[src/rtl/even_pipe_issue_ctrl.sv]
// Issue controller for the even pipe: a shifting scoreboard of in-flight results
// gates acceptance of dependent instructions until their operand can be forwarded.
module even_pipe_issue_ctrl #(
  parameter int NUM_STAGES = 7
) (
  input  logic        clock,
  input  logic        reset,
  input  logic        in_valid,
  output logic        in_ready,
  input  logic [6:0]  in_ra_addr,
  input  logic [6:0]  in_rb_addr,
  input  logic [6:0]  in_rc_addr,
  input  logic [2:0]  in_src_used,
  input  logic [6:0]  in_rt_addr,
  input  logic [1:0]  in_lat_class,
  input  logic        flush,
  output logic        issue_valid,
  output logic [6:0]  issue_rt_addr,
  output logic [15:0] stall_count
);

  // Handshake: an instruction is taken in any cycle where in_valid and in_ready
  // are both high; in_ready never looks at in_valid, and decode holds its
  // instruction unchanged until it is taken.

  logic [NUM_STAGES:1] sb_valid;
  logic [6:0]          sb_rt  [1:NUM_STAGES];
  logic [2:0]          sb_lat [1:NUM_STAGES];
  logic                hazard;
  logic                handshake;
  logic [2:0]          new_lat;

  always_comb begin
    case (in_lat_class)
      2'b00:   new_lat = 3'd2;
      2'b01:   new_lat = 3'd4;
      2'b10:   new_lat = 3'd6;
      default: new_lat = 3'd7;
    endcase
  end

  // An entry at stage s can forward to a consumer only once s+1 reaches its latency.
  always_comb begin
    hazard = 1'b0;
    for (int s = 1; s <= NUM_STAGES; s++) begin
      if (sb_valid[s] && (s + 1 < int'(sb_lat[s])) &&
          ((in_src_used[0] && (in_ra_addr == sb_rt[s])) ||
           (in_src_used[1] && (in_rb_addr == sb_rt[s])) ||
           (in_src_used[2] && (in_rc_addr == sb_rt[s]))))
        hazard = 1'b1;
    end
  end

  assign in_ready  = !hazard && !flush;
  assign handshake = in_valid && in_ready;

  always_ff @(posedge clock or negedge reset) begin
    if (!reset) begin
      sb_valid      <= '0;
      issue_valid   <= 1'b0;
      issue_rt_addr <= 7'd0;
      for (int k = 1; k <= NUM_STAGES; k++) begin
        sb_rt[k]  <= 7'd0;
        sb_lat[k] <= 3'd0;
      end
    end else begin
      if (flush)
        sb_valid <= '0;
      else
        sb_valid <= {sb_valid[NUM_STAGES-1:1], handshake};
      sb_rt[1]  <= in_rt_addr;
      sb_lat[1] <= new_lat;
      for (int k = 2; k <= NUM_STAGES; k++) begin
        sb_rt[k]  <= sb_rt[k-1];
        sb_lat[k] <= sb_lat[k-1];
      end
      issue_valid <= handshake;
      if (handshake)
        issue_rt_addr <= in_rt_addr;
    end
  end

  always_ff @(posedge clock or negedge reset) begin
    if (!reset)
      stall_count <= 16'd0;
    else if (in_valid && hazard && !flush && (stall_count != 16'hFFFF))
      stall_count <= stall_count + 16'd1;
  end

endmodule
[config.mk]
export PLATFORM = sky130hd
export DESIGN_NAME = even_pipe_issue_ctrl
export DESIGN_NICKNAME = d
export VERILOG_FILES = /design/src/rtl/even_pipe_issue_ctrl.sv
export SDC_FILE = /design/constraint.sdc
export NUM_CORES = 1
export LEC_CHECK = 0
export ABC_AREA = 1
export ABC_CLOCK_PERIOD_IN_PS = 1500
export CAP_MARGIN = 20
export CORE_ASPECT_RATIO = 0.5
export CORE_MARGIN = 2
export CORE_UTILIZATION = 50
export DETAILED_ROUTE_END_ITERATION = 16
export PLACE_DENSITY = 0.77
export SLEW_MARGIN = 20
export SYNTH_ARGS = -nofsm -noshare
export SYNTH_HDL_FRONTEND = slang
export SYNTH_SLANG_ARGS = --single-unit
[constraint.sdc]
create_clock -name clock -period 1.5 [get_ports clock]
set_input_delay 0.3 -clock clock [delete_from_list [all_inputs] [get_ports clock]]
set_output_delay 0.3 -clock clock [all_outputs]
set_load 0.05 [all_outputs]
Word level (Yosys, flattened, before mapping):

Cells that the tools add are included.

* register bits: 79

* $lt $le $gt $ge: 5
* add/sub/neg operators: 1
* muxes and demuxes: 7
* equality and inequality tests: 18
* reduce and logical (&&, ||, !) cells: 43

Operator list (count)
* == test 7 bit: 15
* logical AND 1 bit: 30
* adder 16 x 1 -> 16 bit (second input constant): 1
* != test 16 bit (second input constant): 1
* logical OR 1 bit: 10
* less-than comparator 3 bit (first input constant): 3
* case mux 3 bit (3 select lines): 1
* less-than comparator 2 x 3 -> 1 bit (first input constant): 2
* 2-to-1 mux 1 bit: 5
* 2-to-1 mux 5 bit: 1
* == test 2 x 1 -> 1 bit (second input constant): 1
* == test 2 bit (second input constant): 1
* logical NOT 1 bit: 2
* logical NOT 2 bit: 1

Longest topological paths before layout:

Gate-level depths: netlist of the first run.

* word-level depth: 14
* depth in mapped cells: 18

Worst setup path before layout of the first run:

OpenSTA, ideal clock, no wires.

* path kind: register to register
* start: register stall_count[1]
* end: register stall_count[9]
* data arrival time: 2.076 ns
* stages on the path, launching flop included: 14
* clock period less this slack: 2.141 ns
* path buffers: 0
* slack: -0.641 ns
* library setup time: 0.065 ns
* data required time: 1.435 ns
* cell sequence: dfrtp_1 -> ha_1 -> nand2_1 -> nor2_1 -> nand4_1 -> nor3_2 -> nand3_2 -> nand2_1 -> inv_1 -> nand3_1 -> inv_1 -> nand3_1 -> nand2_1 -> nand2_1

* cells in the longest elaborated chain, start to end: 2

Ends and longest elaborated chain
* start, declared: RTL line 19 `output logic [15:0] stall_count`
* start signal, assigned: RTL line 87 `stall_count <= stall_count + 16'd1;`
* branches (longest 2 deep; another with adder 16 x 1 -> 16 bit)

Several ways; the timed one is not identified.
A chain may end at the register's enable or synchronous reset.

Worst setup path after layout of the first run:

* start: register sb_rt[23] in the netlist's numbering
* end: output in_ready

* cells in the longest elaborated chain, start to end: 9

Ends and longest elaborated chain
* start, declared: RTL line 27 `logic [6:0] sb_rt [1:NUM_STAGES];`
* start signal, assigned by index: RTL line 74 `sb_rt[k] <= sb_rt[k-1];`
* == test 7 bit (on tied branches): RTL line 47, 48
* logical AND 1 bit (on tied branches): RTL line 47, 48
* logical OR 1 bit: RTL line 47 `((in_src_used[0] && (in_ra_addr == sb_rt[s])) ||`
* logical OR 1 bit *: RTL line 48 `(in_src_used[1] && (in_rb_addr == sb_rt[s])) ||`
* logical AND 1 bit *: RTL line 46 `if (sb_valid[s] && (s + 1 < int'(sb_lat[s])) &&`
* 2-to-1 mux 1 bit * (2 in series): RTL line 46
* logical NOT 1 bit *: RTL line 54 `assign in_ready = !hazard && !flush;`
* logical AND 1 bit *: RTL line 54
* end, declared: RTL line 9 `output logic in_ready,`

Every way passes the cells marked *; elsewhere a longest branch is shown, timed or not.

==> metrics.md, run 1 <==
| Metric | Value |
|---|---|
| Outcome | `complete, but fails checks` |
| Violated checks | `setup timing` |
| First drt pass iteration count | `5` |
| Cell chosen for the clock root | `clkbuf_16` |
| Die area | `0.00992 mm2` |
| Arrival time at the worst endpoint | `1950 ps` |
| Die H | `71.4 um` |
| Via count of the routed design | `4,933` |
| Final WS setup | `-749 ps` |
| NumNets Final | `835` |
| Routed wire length | `15.5 mm` |
| Num Clock Sinks | `79` |
| Area Growth Syn to Fin | `46.7%` |
| Number of distinct library cells after synthesis | `30` |
| PortBufs | `61` |
| Total power | `5820 uW` |
| Max-cap violations | `0` |
| Worst slack, placed | `-968 ps` |
| Worst vdd ir | `0.000621 V` |
| CTS tree | `built` |
| Fraction of layout cells with a size suffix above 1 | `25.6%` |
| RSZ-0062 raised after global routing | `yes` |
| Final Cycle Share | `150%` |
| Later-pin clock latency in the skew report | `340 ps` |
| Core ar. | `0.00877 mm2` |
| Via density | `5.37` |
| Flops & latches, synth | `79` |
| # rows | `24` |
| Worst relative slew slack | `76.2%` |
| Yosys warns | `0` |
| Die Width | `139 um` |
| CP max stage cell | `dfrtp_2` |
| CP Max Fanout | `4` |
| Setup Skew | `7.44 ps` |
| Post-DP HPWL | `11.4 mm` |
| Final ANT Viol Nets | `0` |
| All-Layer GR Usage | `32.0%` |
| Avg Inst Size Synth | `6.98 um2` |
| CP Buf/Inv Count | `3` |
| Post-synthesis sequential area ratio | `43.5%` |
| PD cells | `872 mW/mm2` |
| Drt drc | `0` |
| Register area | `0.00200 mm2` |
| Critical path's top delay family | `simple AND/OR/NAND/NOR gates` |
| Initial core utilization | `51.9%` |
| Final core utilization | `76.1%` |
| Critical Path End Type | `primary output` |
| TritonCTS buffer count | `9` |
| Final setup violation count | `26` |
| Final global-route overflow total | `0` |
| Critical path's largest stage delay | `440 ps` |
| Initial antenna violation count | `1` |
| WS Path Type | `reg -> out` |
| CP cell instances | `buf_6 -> nand2_4 -> nand2_2 -> inv_2 -> nand2_1 -> nor2_1 -> nand2_1 -> nand3_2 -> nand2_1 -> nand2_1 -> nor2_2 -> nand2_4 -> nor2_8 -> buf_12` |
| Detailed-route wire length per cell | `16.9 um` |
| Initial DRC Count | `513` |
| ANT cells | `0` |
| Crit path time final | `2250 ps` |
| Multi-input logic area | `0.00223 mm2` |
| First-pass GRT wire length | `24.4 mm` |
| H-tree levels | `3` |
| Reg2reg setup slack | `-540 ps` |
| Clock Path Buffers | `2` |
| Worst path required time | `1200 ps` |
| Final Slew Violations | `0` |
| Leakage power | `0.00342 uW` |
| Synth Net Count | `690` |
| Min-delay worst type | `reg -> reg` |
| RD Place Congestion | `0.988` |
| Largest net degree at the start of global routing | `33` |
| Final hold vios | `0` |
| Startpoint class of the critical path | `flop` |
| Cells after synthesis | `652` |
| Fmax achieved | `0.445 GHz` |
| Io pins | `62` |
| Clock slew at reported path FFs | `70 ps` |
| Vias in the first global route | `4,701` |
| Most common cell on crit path | `nand2_1` |
| Post-Syn Area | `0.00455 mm2` |
| Fill count | `643` |
| Least-Margin Pin Slew | `356 ps` |
==> metrics by stage <==
stage	hold WS, ps	std cells	area (um2)	setup TNS (ps)
final	356	919	6670	-13070
after global placement	194	896	6150	-22220
after detailed placement	195	896	6150	-22570
after CTS	359	917	6580	-11960
after floorplan	4.41	652	4590	-6600
after global routing	379	919	6670	-16020
==> worst paths after layout <==
check | start | end | depth (start not counted)
worst max-delay path | sb_rt[23] | in_ready | 14
worst min-delay path | sb_lat[16] | sb_lat[13] | 0
worst max register to register | sb_rt[23] | stall_count[5] | 18
worst min register to register | sb_lat[16] | sb_lat[13] | 0
max in group asynchronous | reset | sb_rt[16] | 3
min in group asynchronous | reset | stall_count[9] | 2
==> cell type report <==
cell class / instances / share of cell area (%)
flip-flops and latches: 79 / 30.0
inverters: 104 / 5.89
repair buffers: 147 / 23.8
well taps: 117 / 2.19
clock inverters: 7 / 1.31
clock buffers: 9 / 3.38
multi-input cells: 456 / 33.4
==> Yosys cell counts, drive strengths merged <==
cell / n / area (um2)
clkbuf: 5 / 22.5
ha: 1 / 12.5
dfrtp: 79 / 1980
o211ai: 7 / 52.6
nand2: 268 / 1020
nor2: 48 / 199
o21ai: 5 / 25.0
nand4: 29 / 181
nor4: 2 / 12.5
xor2: 1 / 8.76
nand3: 50 / 260
nor3: 4 / 25.0
or2: 1 / 6.26
a31oi: 1 / 6.26
clkinv: 1 / 3.75
a21oi: 15 / 78.8
xnor2: 23 / 201
buf: 9 / 67.6
inv: 103 / 387
==> power by group <==
group          internal, uW  leakage (uW)  switching [uW]
Clock                  1330      0.000154             992
Combinational           497       0.00233             633
Sequential             2240      0.000930             133
==> placed cells by master, fill, tap and decap left out, drive strengths merged <==
master	Yosys	final
nand4	29	29
ha	1	1
or2	1	1
dlygate4sd3	0	1
xor2	1	1
buf	9	110
dlymetal6s2s	0	1
nor2	48	48
nand2	268	269
dfrtp	79	79
bufinv	0	1
nor4	2	2
xnor2	23	23
clkinv	1	4
clkdlybuf4s50	0	14
o21ai	5	5
nand3	50	50
clkbuf	5	10
o211ai	7	7
nor3	4	4
a31oi	1	1
dlygate4sd2	0	20
a21oi	15	15
inv	103	106
==> kinds of logic after synthesis <==
group,count (synthesis),synth area share (%)
flip-flops,79,43.5
AO/OA/AOI/OAI,28,3.58
buffers and inverters,118,10.6
adder cells (fa/ha/maj),1,0.275
AND/OR/NAND/NOR,402,37.5
XOR/XNOR,24,4.62
==> worst register-to-register path: cells and delay by family, from the launching register on <==
family,cells,cell delay (ps)
simple gates,13,970
flops,1,440
buf+inv,5,560
==> sequential cells by signal, summed over array words and instances, names as in the netlist <==
name	flops
stall_count	16
issue_valid	1
issue_rt_addr	7
sb_valid	5
sb_rt	35
sb_lat	15
==> timing repair <==
item | CTS | global route
buffers inserted | 3 | 3
endpoints found under the setup margin | 26 | 26
endpoints found under the hold margin | 17 | 0
gates cloned | 1 | 1
gates resized for setup | 55 | 24
pin swaps | 10 | 10
hold buffers | 1 | 0
==> metal layers <==
layer / vias up / part of all wire [%] / global-route usage (%)
li1: 2310 / - / -
met1: 2342 / 43 / 45.6
met2: 251 / 46 / 51.5
met3: 28 / 9.5 / 6.35
met4: 2 / 1.7 / 7.30
met5: - / 0.064 / 0
Power figures use the tool's default switching activity.
==> run 2: changes to the inputs <==
Settings changed: HOLD_SLACK_MARGIN from default to 0.1.
==> results of run 2 <==
The final DEF is identical to that of run 1; final timing and power are the same.
